## config.mk

```make
export PLATFORM = sky130hd
export DESIGN_NAME = dmem_port_arbiter_flat
export DESIGN_NICKNAME = d
export VERILOG_FILES = /design/src/rtl/dmem_port_arbiter_if.sv /design/src/rtl/dmem_port_arbiter.sv /design/src/flat_wrapper.sv
export SDC_FILE = /design/constraint.sdc
export NUM_CORES = 1
export LEC_CHECK = 0
export BUFFER_PORTS_ARGS = -buffer_cell sky130_fd_sc_hd__buf_2
export CAP_MARGIN = 20
export CORE_ASPECT_RATIO = 1.1
export CORE_MARGIN = 2
export CORE_UTILIZATION = 30
export CTS_BUF_LIST = sky130_fd_sc_hd__clkbuf_2
export DETAILED_ROUTE_END_ITERATION = 10
export PLACE_DENSITY = 0.64
export RECOVER_POWER = 50
export SETUP_SLACK_MARGIN = 0.2
export SYNTH_ARGS = -nofsm -noshare
export SYNTH_HDL_FRONTEND = slang
export SYNTH_SLANG_ARGS = --single-unit
```

## constraint.sdc

```tcl
create_clock -name clk -period 7 [get_ports clk]
set_input_delay 0.7 -clock clk [delete_from_list [all_inputs] [get_ports clk]]
set_output_delay 0.7 -clock clk [all_outputs]
set_load 0.02 [all_outputs]
```

## src/rtl/dmem_port_arbiter_if.sv

```systemverilog
// dmem_port_arbiter_if: requester and memory-side signal bundle for dmem_port_arbiter
//   cpu_*  : CPU MEM-stage load/store port (req/we/addr/wdata in, rdata/ready/stall out)
//   dbg_*  : debug/loader port (req/we/addr/wdata in, rdata/ready out)
//   mem_*  : data memory port (en/we/addr/wdata out, rdata in)
//   slave  : arbiter view, master : requester/memory environment view
interface dmem_port_arbiter_if #(
  parameter int ADDR_W = 32,
  parameter int DATA_W = 32
);
  logic              cpu_req;
  logic              cpu_we;
  logic [ADDR_W-1:0] cpu_addr;
  logic [DATA_W-1:0] cpu_wdata;
  logic [DATA_W-1:0] cpu_rdata;
  logic              cpu_ready;
  logic              cpu_stall;
  logic              dbg_req;
  logic              dbg_we;
  logic [ADDR_W-1:0] dbg_addr;
  logic [DATA_W-1:0] dbg_wdata;
  logic [DATA_W-1:0] dbg_rdata;
  logic              dbg_ready;
  logic              mem_en;
  logic              mem_we;
  logic [ADDR_W-1:0] mem_addr;
  logic [DATA_W-1:0] mem_wdata;
  logic [DATA_W-1:0] mem_rdata;
  modport slave (
    input  cpu_req, cpu_we, cpu_addr, cpu_wdata,
    output cpu_rdata, cpu_ready, cpu_stall,
    input  dbg_req, dbg_we, dbg_addr, dbg_wdata,
    output dbg_rdata, dbg_ready,
    output mem_en, mem_we, mem_addr, mem_wdata,
    input  mem_rdata
  );
  modport master (
    output cpu_req, cpu_we, cpu_addr, cpu_wdata,
    input  cpu_rdata, cpu_ready, cpu_stall,
    output dbg_req, dbg_we, dbg_addr, dbg_wdata,
    input  dbg_rdata, dbg_ready,
    input  mem_en, mem_we, mem_addr, mem_wdata,
    output mem_rdata
  );
endinterface

```

## src/rtl/dmem_port_arbiter.sv

```systemverilog
// dmem_port_arbiter: round-robin sharing of one data memory between CPU and debug ports
//   clk   : rising-edge clock
//   reset : asynchronous active-high reset
//   bus   : slave side of dmem_port_arbiter_if (cpu_*, dbg_* requester ports, mem_* memory port)
//   MEM_LAT (1..15) : cycles from mem_en to valid mem_rdata
module dmem_port_arbiter #(
  parameter int ADDR_W  = 32,
  parameter int DATA_W  = 32,
  parameter int MEM_LAT = 1
) (
  input logic                 clk,
  input logic                 reset,
  dmem_port_arbiter_if.slave  bus
);
  typedef enum logic [1:0] {IDLE, ISSUE, WAIT, RESP} state_t;
  state_t            state_q, state_d;
  logic              owner_q, owner_d;
  logic              last_q, last_d;
  logic              we_q, we_d;
  logic [ADDR_W-1:0] addr_q, addr_d;
  logic [DATA_W-1:0] wdata_q, wdata_d;
  logic [3:0]        cnt_q, cnt_d;
  logic              mem_en_q, mem_we_q;
  logic [ADDR_W-1:0] mem_addr_q;
  logic [DATA_W-1:0] mem_wdata_q;
  logic [DATA_W-1:0] cpu_rdata_q, dbg_rdata_q;
  logic              cpu_ready_q, dbg_ready_q;
  logic              grant_dbg, capture;
  // owner/last encoding: 0 = CPU, 1 = DBG; on a tie the side that was not served last wins
  assign grant_dbg = bus.dbg_req & (~bus.cpu_req | ~last_q);
  assign capture   = (state_q == WAIT) & (cnt_q == 4'd1) & ~we_q;
  always_comb begin
    state_d = state_q;
    owner_d = owner_q;
    last_d  = last_q;
    we_d    = we_q;
    addr_d  = addr_q;
    wdata_d = wdata_q;
    cnt_d   = cnt_q;
    unique case (state_q)
      IDLE: if (bus.cpu_req | bus.dbg_req) begin
        owner_d = grant_dbg;
        last_d  = grant_dbg;
        we_d    = grant_dbg ? bus.dbg_we    : bus.cpu_we;
        addr_d  = grant_dbg ? bus.dbg_addr  : bus.cpu_addr;
        wdata_d = grant_dbg ? bus.dbg_wdata : bus.cpu_wdata;
        state_d = ISSUE;
      end
      ISSUE: begin
        cnt_d   = 4'(MEM_LAT);
        state_d = WAIT;
      end
      WAIT: begin
        cnt_d   = cnt_q - 4'd1;
        state_d = (cnt_q == 4'd1) ? RESP : WAIT;
      end
      RESP: state_d = IDLE;
    endcase
  end
  always_ff @(posedge clk or posedge reset) begin
    if (reset) begin
      state_q <= IDLE;
      owner_q <= 1'b0;
      last_q  <= 1'b1;
      we_q    <= 1'b0;
      addr_q  <= '0;
      wdata_q <= '0;
      cnt_q   <= '0;
    end else begin
      state_q <= state_d;
      owner_q <= owner_d;
      last_q  <= last_d;
      we_q    <= we_d;
      addr_q  <= addr_d;
      wdata_q <= wdata_d;
      cnt_q   <= cnt_d;
    end
  end
  // Outputs are registered from the next state so they line up with ISSUE/RESP exactly
  always_ff @(posedge clk or posedge reset) begin
    if (reset) begin
      mem_en_q    <= 1'b0;
      mem_we_q    <= 1'b0;
      mem_addr_q  <= '0;
      mem_wdata_q <= '0;
      cpu_rdata_q <= '0;
      dbg_rdata_q <= '0;
      cpu_ready_q <= 1'b0;
      dbg_ready_q <= 1'b0;
    end else begin
      mem_en_q    <= state_d == ISSUE;
      mem_we_q    <= (state_d == ISSUE) & we_d;
      mem_addr_q  <= (state_d == ISSUE) ? addr_d : mem_addr_q;
      mem_wdata_q <= (state_d == ISSUE) ? wdata_d : mem_wdata_q;
      cpu_rdata_q <= (capture & ~owner_q) ? bus.mem_rdata : cpu_rdata_q;
      dbg_rdata_q <= (capture & owner_q) ? bus.mem_rdata : dbg_rdata_q;
      cpu_ready_q <= (state_d == RESP) & ~owner_q;
      dbg_ready_q <= (state_d == RESP) & owner_q;
    end
  end
  assign bus.mem_en    = mem_en_q;
  assign bus.mem_we    = mem_we_q;
  assign bus.mem_addr  = mem_addr_q;
  assign bus.mem_wdata = mem_wdata_q;
  assign bus.cpu_rdata = cpu_rdata_q;
  assign bus.dbg_rdata = dbg_rdata_q;
  assign bus.cpu_ready = cpu_ready_q;
  assign bus.dbg_ready = dbg_ready_q;
  assign bus.cpu_stall = bus.cpu_req & ~cpu_ready_q;
endmodule
```

## src/flat_wrapper.sv

```systemverilog
// flat-port wrapper written by rule: the top's interface ports become plain ports
module dmem_port_arbiter_flat 
#(
  parameter int ADDR_W  = 32,
  parameter int DATA_W  = 32,
  parameter int MEM_LAT = 1
)
  (clk, reset, bus_cpu_req, bus_cpu_we, bus_cpu_addr, bus_cpu_wdata, bus_cpu_rdata, bus_cpu_ready, bus_cpu_stall, bus_dbg_req, bus_dbg_we, bus_dbg_addr, bus_dbg_wdata, bus_dbg_rdata, bus_dbg_ready, bus_mem_en, bus_mem_we, bus_mem_addr, bus_mem_wdata, bus_mem_rdata);
  dmem_port_arbiter_if #(.ADDR_W(ADDR_W), .DATA_W(DATA_W)) bus_i ();
  input logic clk;
  input logic reset;
  input wire logic [$bits(bus_i.cpu_req)-1:0] bus_cpu_req;
  input wire logic [$bits(bus_i.cpu_we)-1:0] bus_cpu_we;
  input wire logic [$bits(bus_i.cpu_addr)-1:0] bus_cpu_addr;
  input wire logic [$bits(bus_i.cpu_wdata)-1:0] bus_cpu_wdata;
  output wire logic [$bits(bus_i.cpu_rdata)-1:0] bus_cpu_rdata;
  output wire logic [$bits(bus_i.cpu_ready)-1:0] bus_cpu_ready;
  output wire logic [$bits(bus_i.cpu_stall)-1:0] bus_cpu_stall;
  input wire logic [$bits(bus_i.dbg_req)-1:0] bus_dbg_req;
  input wire logic [$bits(bus_i.dbg_we)-1:0] bus_dbg_we;
  input wire logic [$bits(bus_i.dbg_addr)-1:0] bus_dbg_addr;
  input wire logic [$bits(bus_i.dbg_wdata)-1:0] bus_dbg_wdata;
  output wire logic [$bits(bus_i.dbg_rdata)-1:0] bus_dbg_rdata;
  output wire logic [$bits(bus_i.dbg_ready)-1:0] bus_dbg_ready;
  output wire logic [$bits(bus_i.mem_en)-1:0] bus_mem_en;
  output wire logic [$bits(bus_i.mem_we)-1:0] bus_mem_we;
  output wire logic [$bits(bus_i.mem_addr)-1:0] bus_mem_addr;
  output wire logic [$bits(bus_i.mem_wdata)-1:0] bus_mem_wdata;
  input wire logic [$bits(bus_i.mem_rdata)-1:0] bus_mem_rdata;
  assign bus_i.cpu_req = bus_cpu_req;
  assign bus_i.cpu_we = bus_cpu_we;
  assign bus_i.cpu_addr = bus_cpu_addr;
  assign bus_i.cpu_wdata = bus_cpu_wdata;
  assign bus_cpu_rdata = bus_i.cpu_rdata;
  assign bus_cpu_ready = bus_i.cpu_ready;
  assign bus_cpu_stall = bus_i.cpu_stall;
  assign bus_i.dbg_req = bus_dbg_req;
  assign bus_i.dbg_we = bus_dbg_we;
  assign bus_i.dbg_addr = bus_dbg_addr;
  assign bus_i.dbg_wdata = bus_dbg_wdata;
  assign bus_dbg_rdata = bus_i.dbg_rdata;
  assign bus_dbg_ready = bus_i.dbg_ready;
  assign bus_mem_en = bus_i.mem_en;
  assign bus_mem_we = bus_i.mem_we;
  assign bus_mem_addr = bus_i.mem_addr;
  assign bus_mem_wdata = bus_i.mem_wdata;
  assign bus_i.mem_rdata = bus_mem_rdata;
  dmem_port_arbiter #(.ADDR_W(ADDR_W), .DATA_W(DATA_W), .MEM_LAT(MEM_LAT)) u_core (.clk(clk), .reset(reset), .bus(bus_i));
endmodule
```

==> results.md <==
- Row Count: 65
- Hold Buf Count CTS: 0
- Syn nets: 918
- Final WS setup: 3.853 ns
- Leakage: 5.354 nW
- Final GP Congestion: 0.7418
- Post-DP HPWL: 15410 um
- Final setup fails: 0
- Initial Utilization: 30.25%
- Max_cap viols: 2
- CP Launch Point: u_core.state_q[0]
- Largest net degree at the start of global routing: 134
- Die Y: 181.7 um
- Status: complete, but fails checks
- WS Path Type: reg -> reg
- Gate Count Post-Synth: 747
- Clock Skew: 0.04798 ns
- Share of cells above drive strength 1: 45.42%
- Die Width: 165.5 um
- P&R area growth vs syn: 25.73%
- Mean Syn Cell Area: 11.53 um^2
- Crit path max fanout: 32
- Via density: 4.710
- Total track usage: 14.44%
- Worst Tran Pin Value: 1.859 ns
- Reg2reg start: u_core.state_q[0]
- Fmax: 317.8 MHz
- Max IR drop VDD: 0.2234 mV
- Die area: 30080 um^2
- Post-cts sizing count: 0
- Distinct cells, synth: 29
- Most common cell after layout, fill and taps aside: buf_2
- FF-to-FF setup slack: 3.85 ns
- Sequential area share after synthesis: 59.59%
- Clk sink count: 205
- Synthesized flop and latch total: 205
- Worst R2R End: u_core.bus.cpu_rdata[29]
- CTS tree: built
- Ys async rst share: 100.0%
- Critical Path RT: 7.63 ns
- First drt pass iteration count: 5
- Warnings from Yosys: 0
- I/O pin total: 299
- ANT nets after route: 0
- Setup Buffers After CTS: 0
- Failing checks: capacitance limit, slew limit
- Gr ovfl total: 0
- Iter 0 DRT Violations: 287
- Post-layout util: 38.04%
- Slew Limit Fails: 66
- Critical path capture point type: flop
- Critical path launch point type: flop
- Final Net Count: 1234
- Post-layout min period: 3.147 ns
- WL/cell: 15.28 um
- Commonest non-fill, non-tap cells in the layout: buf_2 (291), dfrtp_1 (204), nor2_1 (196), clkbuf_2 (80), nand2_1 (72)
- First-pass GRT wire length: 34980 um
- # port buffers: 298
- Period utilization: 44.95%
- Setup TNS Final: 0 ns
- Via count: 6886
- Min-delay worst type: in -> async
- Number of flops mapped to enable cells by yosys: 0
- Max clock buf depth: 3
- Pwr dens: 511.6 nW/um^2
- Total Wirelength: 22330 um
- Root buffer cell: clkbuf_2
- Slew HR: -23.96%
- Clock transition at the registers of the reported paths: 0.10 ns
- Final Hold Vio Count: 0
- Core area: 28460 um^2
- Clk_lat worst skew: 0.77 ns
- H-Tree Depth: 2
- Critical Path Sink: u_core.bus.cpu_rdata[29]
- RSZ-0062 raised after global routing: no
- R2R depth: 6
- Initial antenna violation count: 2
- Vias in the first global route: 7058
- Drt drc: 0
- Synth Flop Type: dfrtp_1
- Place WS: 3.807 ns
- CP arrival: 3.77 ns
- Post-Synthesis Cell Area: 8611 um^2
- Inserted Clock Buffers: 52
[kinds of logic after synthesis]
group | count (synthesis) | share of synthesized area, %
adders and majority gates | 5 | 0.7265
and+or+nand+nor | 342 | 16.41
muxes | 65 | 8.500
DFF | 205 | 59.59
buffers and inverters | 53 | 3.080
AOI/OAI and AO/OA | 77 | 11.70
[state kept, by name, summed over array words and instances, names as in the netlist]
name / flops
u_core.bus.cpu_rdata: 32
u_core.owner_q: 1
u_core.bus.mem_addr: 32
u_core.cnt_q: 4
u_core.bus.mem_en: 1
u_core.bus.mem_we: 1
u_core.bus.dbg_ready: 1
u_core.bus.cpu_ready: 1
u_core.last_q: 1
u_core.state_q: 2
u_core.wdata_q: 32
u_core.addr_q: 32
u_core.we_q: 1
u_core.bus.dbg_rdata: 32
u_core.bus.mem_wdata: 32
[worst min-delay path by stage]
stage / from / end / slack, ns / cells past startpoint
final: reset / u_core.bus.mem_wdata[20] / 0.15 / 2
after global routing: bus_mem_rdata[7] / u_core.bus.dbg_rdata[7] / 0.07 / 2
after CTS: bus_mem_rdata[17] / u_core.bus.dbg_rdata[17] / 0.05 / 2
after detailed placement: u_core.bus.mem_addr[26] / u_core.bus.mem_addr[26] / 0.46 / 2
after global placement: u_core.bus.mem_wdata[19] / u_core.bus.mem_wdata[19] / 0.45 / 2
after floorplan: u_core.owner_q / u_core.bus.cpu_ready / 0.47 / 1
[power breakdown]
group	total (mW)	leakage [nW]	internal, mW	switching (mW)
clock network	0.793	0.350	0.329	0.463
logic	2.68	2.62	1.02	1.66
registers	2.06	2.38	1.80	0.265
[final cells by class]
type	instances	area, um^2
clock inverters	3	37.54
fillers	2893	17640
inverters	10	45.04
well taps	368	460.4
multi-input cells	489	3219
diodes	2	5.005
repair buffers	305	1528
clock buffers	80	400.4
flip-flops and latches	205	5131
[critical path: stages (launching register included)]
cell       delay [ns]
dfrtp_1          0.39
inv_1            0.10
ha_1             0.23
nand4bb_1        0.27
nor3_4           0.18
clkbuf_1         1.35
mux2_2           0.44
[synthesized netlist by cell type (all sizes together) (3+ instances only)]
library cell  instances  share of area [%]
a21oi                 3               0.17
buf                  35                2.3
clkbuf                8               0.35
dfrtp               204                 59
ha                    5               0.73
inv                  10               0.44
mux2                 65                8.5
nand2                72                3.1
nor2                196                8.5
nor3                 66                3.9
o21ai                 3               0.17
o41ai                64                 11
[metrics by stage]
| stage | total power, mW | hold WS, ns | instances | instance area, um^2 |
|---|---|---|---|---|
| 2_1_floorplan | 4.058 | 0.4718 | 747 | 8611 |
| 3_3_place_gp | 4.746 | 0.4533 | 1377 | 10420 |
| 3_5_place_dp | 4.834 | 0.4586 | 1377 | 10420 |
| 4_1_cts | 5.643 | 0.05258 | 1460 | 10860 |
| 5_1_grt | 6.001 | 0.07262 | 1462 | 10830 |
| 6_report | 5.539 | 0.1479 | 1462 | 10830 |
[per-layer routing]
| metal | routed length, um | global-route usage, % | part of all wire, % |
|---|---|---|---|
| met1 | 8957 | 16.52 | 40 |
| met2 | 10590 | 24.81 | 47 |
| met3 | 2218 | 5.231 | 9.9 |
| met4 | 572 | 4.862 | 2.6 |
| met5 | 0 | 0 | 0 |
No activity file was read; power rests on OpenSTA's default activity.
